--- config.mk ---
export PLATFORM = sky130hd
export DESIGN_NAME = chan_input_pacer
export DESIGN_NICKNAME = d
export VERILOG_FILES = /design/src/rtl/chan_input_pacer.sv
export SDC_FILE = /design/constraint.sdc
export NUM_CORES = 1
export LEC_CHECK = 0
export CAP_MARGIN = 20
export CORE_ASPECT_RATIO = 1.5
export CORE_MARGIN = 3
export CORE_UTILIZATION = 47
export DETAILED_ROUTE_END_ITERATION = 12
export PLACE_DENSITY = 0.69
export SLEW_MARGIN = 40
export SYNTH_ARGS = -nofsm -noshare
export SYNTH_HDL_FRONTEND = slang
export SYNTH_SLANG_ARGS = --single-unit
--- constraint.sdc ---
create_clock -name Clk -period 5.1 [get_ports Clk]
set_clock_uncertainty 0.2 [all_clocks]
set_input_delay 0.51 -clock Clk [delete_from_list [all_inputs] [get_ports Clk]]
set_output_delay 0.51 -clock Clk [all_outputs]
set_load 0.05 [all_outputs]
--- src/rtl/chan_input_pacer.sv ---
// chan_input_pacer
//   Buffers incoming I/Q samples in a small FIFO and releases them to the
//   channelizer at a fixed cadence of one sample every max(Gap_cycles,1)
//   cycles once a priming fill level has been reached.
//
// Parameters
//   DATA_WIDTH  I/Q sample width
//   FIFO_DEPTH  buffer depth (power of 2, >= 4)
//   GAP_WIDTH   width of the spacing control
//
// Ports
//   Clk, Rst            clock; synchronous active-low reset
//   Enable, Flush       run request; discard buffer and return to idle
//   Gap_cycles          output period in cycles (0 and 1 = every cycle)
//   Prime_level         fill required before output starts
//   Input_valid/ready   sample input handshake, Input_data[0]=I, [1]=Q
//   Output_valid/data   paced output, data forced to zero when not valid
//   Level               current fill
//   Error_overflow      pulse: input offered while buffer full (dropped)
//   Error_underrun      pulse: output slot found the buffer empty
//
// Optional build macro CHAN_INPUT_PACER_STATS_EN adds Stat_output_count
// (32-bit) and Stat_underrun_count (16-bit), saturating, cleared by reset only.
module chan_input_pacer #(
    parameter int DATA_WIDTH = 12,
    parameter int FIFO_DEPTH = 16,
    parameter int GAP_WIDTH  = 4,
    localparam int AW = $clog2(FIFO_DEPTH),
    localparam int LW = AW + 1
) (
    input  logic                         Clk,
    input  logic                         Rst,
    input  logic                         Enable,
    input  logic                         Flush,
    input  logic [GAP_WIDTH-1:0]         Gap_cycles,
    input  logic [LW-1:0]                Prime_level,
    input  logic                         Input_valid,
    output logic                         Input_ready,
    input  logic signed [DATA_WIDTH-1:0] Input_data [2],
    output logic                         Output_valid,
    output logic signed [DATA_WIDTH-1:0] Output_data [2],
    output logic [LW-1:0]                Level,
    output logic                         Error_overflow,
    output logic                         Error_underrun
`ifdef CHAN_INPUT_PACER_STATS_EN
    ,
    output logic [31:0]                  Stat_output_count,
    output logic [15:0]                  Stat_underrun_count
`endif
);

    localparam logic [LW-1:0] DEPTH_L = LW'(FIFO_DEPTH);

    typedef enum logic [1:0] {IDLE, PRIME, RUN} state_t;

    state_t                  state, state_next;
    logic [AW-1:0]           wr_ptr, rd_ptr;
    logic [GAP_WIDTH-1:0]    cnt, period;
    logic                    full, empty, push, pop, slot, underrun;
    logic signed [DATA_WIDTH-1:0] mem_i [FIFO_DEPTH];
    logic signed [DATA_WIDTH-1:0] mem_q [FIFO_DEPTH];

    assign full        = (Level == DEPTH_L);
    assign empty       = (Level == '0);
    assign Input_ready = Rst && !full && !Flush;
    assign push        = Input_valid && Input_ready;

    always_comb begin
        state_next = state;
        slot       = 1'b0;
        pop        = 1'b0;
        underrun   = 1'b0;
        period     = (Gap_cycles == '0) ? GAP_WIDTH'(1) : Gap_cycles;
        case (state)
            IDLE: begin
                if (Enable) state_next = PRIME;
            end
            PRIME: begin
                if (!Enable)                  state_next = IDLE;
                else if (Level >= Prime_level) state_next = RUN;
            end
            RUN: begin
                slot = (cnt == '0);
                if (slot) begin
                    if (!empty) pop      = 1'b1;
                    else        underrun = 1'b1;
                end
                // The current slot still completes; Enable low only blocks later ones.
                if (!Enable)       state_next = IDLE;
                else if (underrun) state_next = PRIME;
            end
            default: state_next = IDLE;
        endcase
        if (Flush) begin
            state_next = IDLE;
            pop        = 1'b0;
            underrun   = 1'b0;
        end
    end

    always_ff @(posedge Clk) begin
        if (push) begin
            mem_i[wr_ptr] <= Input_data[0];
            mem_q[wr_ptr] <= Input_data[1];
        end
    end

    always_ff @(posedge Clk) begin
        if (!Rst) begin
            state          <= IDLE;
            Level          <= '0;
            wr_ptr         <= '0;
            rd_ptr         <= '0;
            cnt            <= '0;
            Output_valid   <= 1'b0;
            Output_data[0] <= '0;
            Output_data[1] <= '0;
            Error_overflow <= 1'b0;
            Error_underrun <= 1'b0;
        end else begin
            state          <= state_next;
            Error_overflow <= Input_valid && full;
            Error_underrun <= underrun;
            Output_valid   <= pop;
            Output_data[0] <= pop ? mem_i[rd_ptr] : '0;
            Output_data[1] <= pop ? mem_q[rd_ptr] : '0;
            if (Flush) begin
                Level  <= '0;
                wr_ptr <= '0;
                rd_ptr <= '0;
                cnt    <= '0;
            end else begin
                if (push) wr_ptr <= wr_ptr + AW'(1);
                if (pop)  rd_ptr <= rd_ptr + AW'(1);
                case ({push, pop})
                    2'b10:   Level <= Level + LW'(1);
                    2'b01:   Level <= Level - LW'(1);
                    default: Level <= Level;
                endcase
                // Counter is held at zero outside RUN so the first RUN cycle is a slot.
                if (state == RUN && state_next == RUN)
                    cnt <= slot ? (period - GAP_WIDTH'(1)) : (cnt - GAP_WIDTH'(1));
                else
                    cnt <= '0;
            end
        end
    end

`ifdef CHAN_INPUT_PACER_STATS_EN
    always_ff @(posedge Clk) begin
        if (!Rst) begin
            Stat_output_count   <= '0;
            Stat_underrun_count <= '0;
        end else begin
            if (Output_valid && Stat_output_count != '1)
                Stat_output_count <= Stat_output_count + 32'd1;
            if (Error_underrun && Stat_underrun_count != '1)
                Stat_underrun_count <= Stat_underrun_count + 16'd1;
        end
    end
`endif

endmodule

* After elaboration in Yosys (flattened, before gate mapping) *
Memories as Yosys holds them, arrays and structs flattened. A register that Yosys moved wholly into a read port is not among the register bits.
Index checks and enable logic that the tools add are counted.

storage, ports and cells
  bits in registers = 22
  RAM bits = 384
  output and inout bits = 33
  logic and storage cells = 64
  memories kept = 2

operators by class
  add/subtract/negate cells = 6
  order comparisons = 1
  eq/ne operators = 6
  muxes and demuxes = 20
  bitwise operators = 3
  reduce and logical (&&, ||, !) cells = 18

memory list
  memory  depth  width  read ports  clocked after memory_dff  wr ports  line  source
  mem_i   16     12     1           1                         1         60    logic signed [DATA_WIDTH-1:0] mem_i [FIFO_DEPTH];
  mem_q   16     12     1           1                         1         61    logic signed [DATA_WIDTH-1:0] mem_q [FIFO_DEPTH];

operators with widths
  operator                                          number
  two-way mux 2 bit                                 6
  two-way mux 1 bit                                 10
  case mux 5 bit (2 select lines)                   1
  adder 4 x 1 -> 4 bit, second input constant       2
  zero test 4 bit                                   2
  two-way mux 4 bit                                 2
  subtractor 4 x 1 -> 4 bit, second input constant  2
  == test 2 bit, second input constant              3
  case mux 2 bit (3 select lines)                   1
  OR reduction 3 bit                                2
  adder 5 x 1 -> 5 bit, second input constant       1
  == test 5 bit, second input constant              1
  greater-or-equal comparator 5 bit                 1
  logical AND 1 bit                                 5
  zero test 5 bit                                   1
  subtractor 5 x 1 -> 5 bit, second input constant  1
  == test 2 x 1 -> 1 bit, second input constant     2
  zero test 1 bit                                   4
  inverter 1 bit                                    3
  zero test 2 bit                                   1
  AND reduction 2 bit                               1
  nonzero test 2 bit                                1
  OR reduction 2 bit                                1

* Logic depth before layout (Yosys ltp) *
Gate-level depths: netlist of the first run.

  depth in word-level cells = 12
  gate-level depth with buffers = 12
  mapped depth without buffers = 11

* Least setup slack after synthesis of the first run *
OpenSTA, ideal clock, no wires.

  path kind = reg-to-reg
  start point = register Level[1]
  end point = memory mem_i[0][0] (enable)
  arrival = 3.003 ns
  data required time = 4.465 ns
  path slack = 1.462 ns
  cell stages (with the launch flop) = 6
  clock period less this slack = 3.638 ns
  cells stage by stage = dfxtp_1 or4_4 o211a_1 buf_6 nand2_1 nor3_1

on the way
  word-level cells in the longest chain between the ends = 7

ends and longest elaborated chain
  item                                     line  source
  start, declared                          42    output logic [LW-1:0] Level,
  start signal, assigned                   136   2'b10: Level <= Level + LW'(1);
  start signal, assigned                   137   2'b01: Level <= Level - LW'(1);
  start signal, assigned                   138   default: Level <= Level;
  == test 5 bit                            63    assign full = (Level == DEPTH_L);
  zero test 1 bit                          65    assign Input_ready = Rst && !full && !Flush;
  logical AND 1 bit (2 in a row)           65
  logical AND 1 bit                        66    assign push = Input_valid && Input_ready;
  two-way mux 1 bit                        102   if (push) begin
  two-way mux 1 bit (not written as such)  103   mem_i[wr_ptr] <= Input_data[0];
  end, declared                            60

Every way passes these cells.

* Worst setup path in the final report of the first run *
  start point = register Level[0]
  end point = register Level[4]

on the way
  word-level cells in the longest chain between the ends = 7
  elaborated cells on any way between the ends = 16
  classes of those cells = add/sub (2); eq/ne (3); mux (5); reduce/logical (6)

ends and longest elaborated chain
  item                                                                          line    source
  zero test 5 bit / == test 5 bit (equally long branches)                       64, 63
  two-way mux 1 bit / zero test 1 bit (equally long branches)                   85, 65
  two-way mux 1 bit / logical AND 1 bit (equally long branches)                 84, 65
  two-way mux 1 bit / logical AND 1 bit (equally long branches)                 74, 65
  two-way mux 1 bit / logical AND 1 bit (equally long branches)                 94, 66
  == test 2 x 1 -> 1 bit / == test 2 bit (equally long branches)                135     case ({push, pop})
  case mux 5 bit (2 select lines) / nonzero test 2 bit (equally long branches)  n/a

Several ways; a longest one is shown, not always the timed one.
A chain may end at the register's enable or synchronous reset.

==> flow_summary.ini, run 1 <==
[route]
drt_first_pass_iters = 5
dr.first_iter.drc_count = 767
drc = 0
vias_per_cell = 5.869
wl_per_cell_um = 24.74
finalWirelength_um = 32780
via_count = 7776
postRouteAntennaNets = 0

[synth]
synth.top_cells.by_count = edfxtp_1, mux4_2, dfxtp_1
synth_area_leaders = edfxtp_1, mux4_2, dfxtp_1, mux2i_1, a211oi_1
synth_edf_count = 384
ys_async_sr_fraction_pct = 0
synth_warnings = 0
ys_seq_elements = 430
post-synth-top-count-cell = edfxtp_1
synth.distinct_cells = 44
synth_top_area_share_pct = 70.70
syn_area_um2 = 16310
yosys_most_used_dff = edfxtp_1
synth_cells = 778
synth_top_cell_by_area = edfxtp_1
yosysSeqAreaShare_pct = 76.34
syn_nets = 832
synth.avg_cell_area_um2 = 20.96

[finish]
multi_input_area_um2 = 3661
layout.nets = 929
areaGrowthSynthToFinish_pct = 16.45
post-route-util_pct = 56.10
regArea_um2 = 12460
drive_above_1_share_pct = 22.32
n_antenna_cell = 0
stdcell_area_um2 = 18990
num-fill-cells = 2505

[worst_setup_path]
arrival_ps = 3550
path_cells = or4_4 > o211a_1 > inv_1 > ha_1 > inv_1 > fa_1 > nor2b_1 > o21ai_0 > nor4b_1 > or3_1 > a21oi_1
cpMostUsedCell = inv_1
path_delay_family = simple AND/OR/NAND/NOR gates
cp-start-kind = flop
cp.required_ps = 5350
cpMaxStageDelayCell = or4_4
max_stage_delay_ps = 590
critPathBufInv = 2
crit_fanout = 9
crit_type = reg -> reg
end_kind = flop

[die]
die_h_um = 234.2
rows = 82
core_um2 = 33860
ios = 71
die_area_um2 = 37020
start_util_pct = 48.17
die_x_um = 158.1

[clock_network]
cts_buffers = 39
clk_latency_ps = 530
cts_max_level = 2
cts.repair.resized = 0
postCtsSetupRepairBufs = 0
clk_pin_slew_ps = 70
cts-hold-fix-buffers = 0
cts_root_buf = clkbuf_16
cts.sinks = 430
clk_path_buf_depth = 3
cts_tree = done

[grt]
antenna_found_initial = 1
grt-ovfl-total = 0
grt_max_degree = 52
grt_pass1_vias = 8030
grt_pass1_wl_um = 49410
track_usage_pct = 18.06

[sta]
relSlewSlack_pct = 49.19
hold_viol = 0
setup_viol = 0
tightest_slew_ps = 762.1
rsz0062_at_grt = false
fin_crit_sh_pct = 64.71
final.setup.tns_ps = 0
slew_violations = 0
period_needed_ps = 3300
fmax_mhz = 303.0

[place]
place.gp.congestion = 0.7567
portBuffers = 70
placed_cell_area_um2 = 17640
place_hpwl_um = 19810

[run_status]
outcome = finished, final reports clean

[flow_run]
max_cap_violations = 0

[power_and_ir_drop]
ir_worst_vdd_v = 0.0002191
powerDensity_nw_per_um2 = 358.3
leakagePower_nw = 5.838

[min_path]
hp-class = reg -> reg
==> state kept, by name (all words and copies together), names as in the netlist <==
name / cells
mem_i: 192
mem_q: 192
Output_data: 24
Level: 5
cnt: 4
rd_ptr: 4
wr_ptr: 4
state: 2
Error_overflow: 1
Error_underrun: 1
Output_valid: 1
==> layout make-up <==
| type | instances | share of cell area, % |
|---|---|---|
| Clock buffer | 62 | 6.028 |
| Clock inverter | 9 | 0.5336 |
| Inverter | 15 | 0.2964 |
| Multi-Input combinational cell | 291 | 19.28 |
| Sequential cell | 430 | 65.61 |
| Tap cell | 420 | 2.767 |
| Timing Repair Buffer | 98 | 5.494 |
==> layout by cell type (no fill, tap or decap), types with 5 or more instances in the layout <==
cell,instances
nor2_4,8
a21oi_1,11
o22ai_1,24
dfxtp_1,43
clkbuf_1,17
nor2_1,15
a211oi_1,25
ha_1,15
clkdlybuf4s50_1,70
nand2_1,8
clkbuf_16,42
buf_4,19
mux2i_1,25
edfxtp_1,384
nand2b_1,6
nand3_1,5
xor2_1,5
inv_1,15
mux4_2,96
==> per-layer routing <==
layer  share of wire (%)  global-route usage, %
met5               0.040                      0
met4                 2.7                  6.080
met1                  40                  25.08
met3                 6.0                  3.120
met2                  51                  29.33
==> power by group <==
part           total, mW  switching (mW)  internal, mW
clock               2.85            1.21          1.65
combinational      0.113          0.0742        0.0388
sequential          3.84         0.00259          3.84
==> logic make-up after synthesis <==
family                   share of synthesized area [%]
multiplexers                                     14.79
buffers and inverters                            1.780
AND/OR/NAND/NOR                                  2.278
adder cells (fa/ha/maj)                          1.273
flip-flops                                       76.34
XOR/XNOR                                        0.4296
AO/OA/AOI/OAI                                    3.107
==> stage by stage <==
| stage | hold slack, ps | total power [mW] | worst slack [ps] | std cells |
|---|---|---|---|---|
| 2_1_floorplan | 258.6 | 3.942 | 1462 | 778 |
| 3_3_place_gp | 288.9 | 4.025 | 1688 | 1245 |
| 3_5_place_dp | 301.1 | 4.030 | 1647 | 1250 |
| 4_1_cts | 309.5 | 6.867 | 1788 | 1321 |
| 5_1_grt | 363.7 | 7.009 | 1537 | 1325 |
| 6_report | 322.0 | 6.806 | 1800 | 1325 |
==> final timing paths <==
path | start | to | slack (ps) | depth (start not counted)
min | state[0] | Error_underrun | 320 | 1
max reg2reg | Level[0] | Level[4] | 1800 | 11
max | Level[0] | Level[4] | 1800 | 11
min reg2reg | state[0] | Error_underrun | 320 | 1
Note: power is estimated with default switching activity, not from simulation.
==> inputs of run 2 (changes only) <==
==> constraint.sdc (replaced) <==
create_clock -name Clk -period 3.35 [get_ports Clk]
set_clock_uncertainty 0.2 [all_clocks]
set_input_delay 0.335 -clock Clk [delete_from_list [all_inputs] [get_ports Clk]]
set_output_delay 0.335 -clock Clk [all_outputs]
set_load 0.05 [all_outputs]
==> run 2 against run 1 <==
First-iteration DRC count fell by 23%. Non-clock buffer count rose by 18. Via count barely moved. Global-route usage rose by 0.38 points. Critical path depth did not move. Critical endpoint unchanged.
==> flow_summary.ini, run 2 (synthesis results as in run 1) <==
[sta]
rsz0062_at_grt = false
fin_ws_ps = 212.2
fmax_mhz = 318.7
tightest_slew_ps = 689.5
fin_crit_sh_pct = 93.67
period_needed_ps = 3138
final.setup.tns_ps = 0
hold_viol = 0
relSlewSlack_pct = 54.03
fin_hold_ws_ps = 196.4
slew_violations = 0
setup_viol = 0

[finish]
multi_input_area_um2 = 3704
reg_top3 = mem_i: 192 flops, mem_q: 192 flops, Output_data: 24 flops
post-route-util_pct = 56.92
layout.nets = 947
regArea_um2 = 12460
final_common_cell = edfxtp_1
areaGrowthSynthToFinish_pct = 18.15
drive_above_1_share_pct = 24.68
num-fill-cells = 2467
final_cell_mix = edfxtp_1, mux4_2, clkdlybuf4s50_1

[worst_setup_path]
end_kind = flop
cp.required_ps = 3620
arrival_ps = 3410
crit_type = reg -> reg
crit_fanout = 6
cp-start-kind = flop

[clock_network]
clk_path_buf_depth = 3
cts_tree = done
clk_pin_slew_ps = 70
clk_latency_ps = 550
cts.repair.resized = 0
cts-hold-fix-buffers = 0
cts_root_buf = clkbuf_16
cts.sinks = 430
cts_max_level = 2
postCtsSetupRepairBufs = 0
cts_buffers = 39

[grt]
grt_max_degree = 40
grt_pass1_wl_um = 50380
track_usage_pct = 18.44
grt-ovfl-total = 0
antenna_found_initial = 0
grt_pass1_vias = 8313

[flow_run]
max_cap_violations = 0

[power_and_ir_drop]
ir_worst_vdd_v = 0.0003073
powerDensity_nw_per_um2 = 547.2
leakagePower_nw = 5.951

[route]
finalWirelength_um = 32900
drc = 0
via_count = 7780
dr.first_iter.drc_count = 588
postRouteAntennaNets = 0
drt_first_pass_iters = 5
vias_per_cell = 5.784
wl_per_cell_um = 24.46

[place]
place_hpwl_um = 19290
place.gp.congestion = 0.7595
portBuffers = 70
dp_slack_ps = 234.8

[run_status]
outcome = finished, final reports clean

[die]
core_um2 = 33860
die_area_um2 = 37020
ios = 71
start_util_pct = 48.17
die_x_um = 158.1
die_h_um = 234.2
rows = 82

[min_path]
hp-class = in -> reg
run 2: per-stage QoR:
step / cells / cell area (um^2) / power (mW)
2_1_floorplan: 778 / 16330 / 6.002
3_3_place_gp: 1272 / 17950 / 6.115
3_5_place_dp: 1272 / 17950 / 6.122
4_1_cts: 1344 / 19270 / 10.64
5_1_grt: 1344 / 19270 / 10.85
6_report: 1345 / 19270 / 10.55
run 2: critical path, stage by stage, from the launching register on:
cell     delay [ps]
dfxtp_1         370
or4_4           590
o211a_1         240
inv_1            60
ha_1            240
inv_1           100
fa_1            390
nor2b_1         150
o21ai_0         110
nor4b_1         170
or3_1           320
a21oi_1         120
run 2: metal layers:
layer | track usage [%] | up-vias | share of wire (%) | routed length [um]
met5 | 0 | - | 0 | 0
met4 | 6.564 | 0 | 3.1 | 1015
met3 | 3.083 | 65 | 5.3 | 1739
met2 | 31.33 | 228 | 52 | 17170
met1 | 24.18 | 4046 | 39 | 12970
li1 | - | 3441 | - | -
run 2: final timing paths:
check                           startpoint  slack [ps]        endpoint  cells past startpoint
worst min register to register    state[0]         310  Error_underrun                      1
worst max register to register    Level[0]         210        Level[4]                     11
worst min-delay path                Enable         200        state[0]                      3
worst max-delay path              Level[0]         210        Level[4]                     11
run 2: area by class of cell:
class                      instances  share of cell area, %
antenna                            1                0.01299
clock inverter                    24                  1.415
multi-input combinational        291                  19.22
timing repair buffer             116                  6.272
sequential                       430                  64.66
inverter                          15                 0.2922
clock buffer                      48                  5.402
tap                              420                  2.727
run 2: report_power, final:
part           total (mW)  internal, mW  leakage [nW]  switching [mW]
clock network        4.54          2.62         0.633            1.92
logic               0.160        0.0625          1.49          0.0973
registers            5.85          5.84          3.83         0.00414
total                10.5          8.53          5.95            2.02
==> inputs of run 3 (changes only) <==
--- a/config.mk
+++ b/config.mk
@@ -5,11 +5,13 @@
 export SDC_FILE = /design/constraint.sdc
 export NUM_CORES = 1
 export LEC_CHECK = 0
+export ABC_CLOCK_PERIOD_IN_PS = 3350
 export CAP_MARGIN = 20
 export CORE_ASPECT_RATIO = 1.5
 export CORE_MARGIN = 3
 export CORE_UTILIZATION = 47
 export DETAILED_ROUTE_END_ITERATION = 12
+export GPL_ROUTABILITY_DRIVEN = 0
 export PLACE_DENSITY = 0.69
 export SLEW_MARGIN = 40
 export SYNTH_ARGS = -nofsm -noshare
==> results of run 3 <==
Final layout, timing and power as in run 2 (identical DEF).
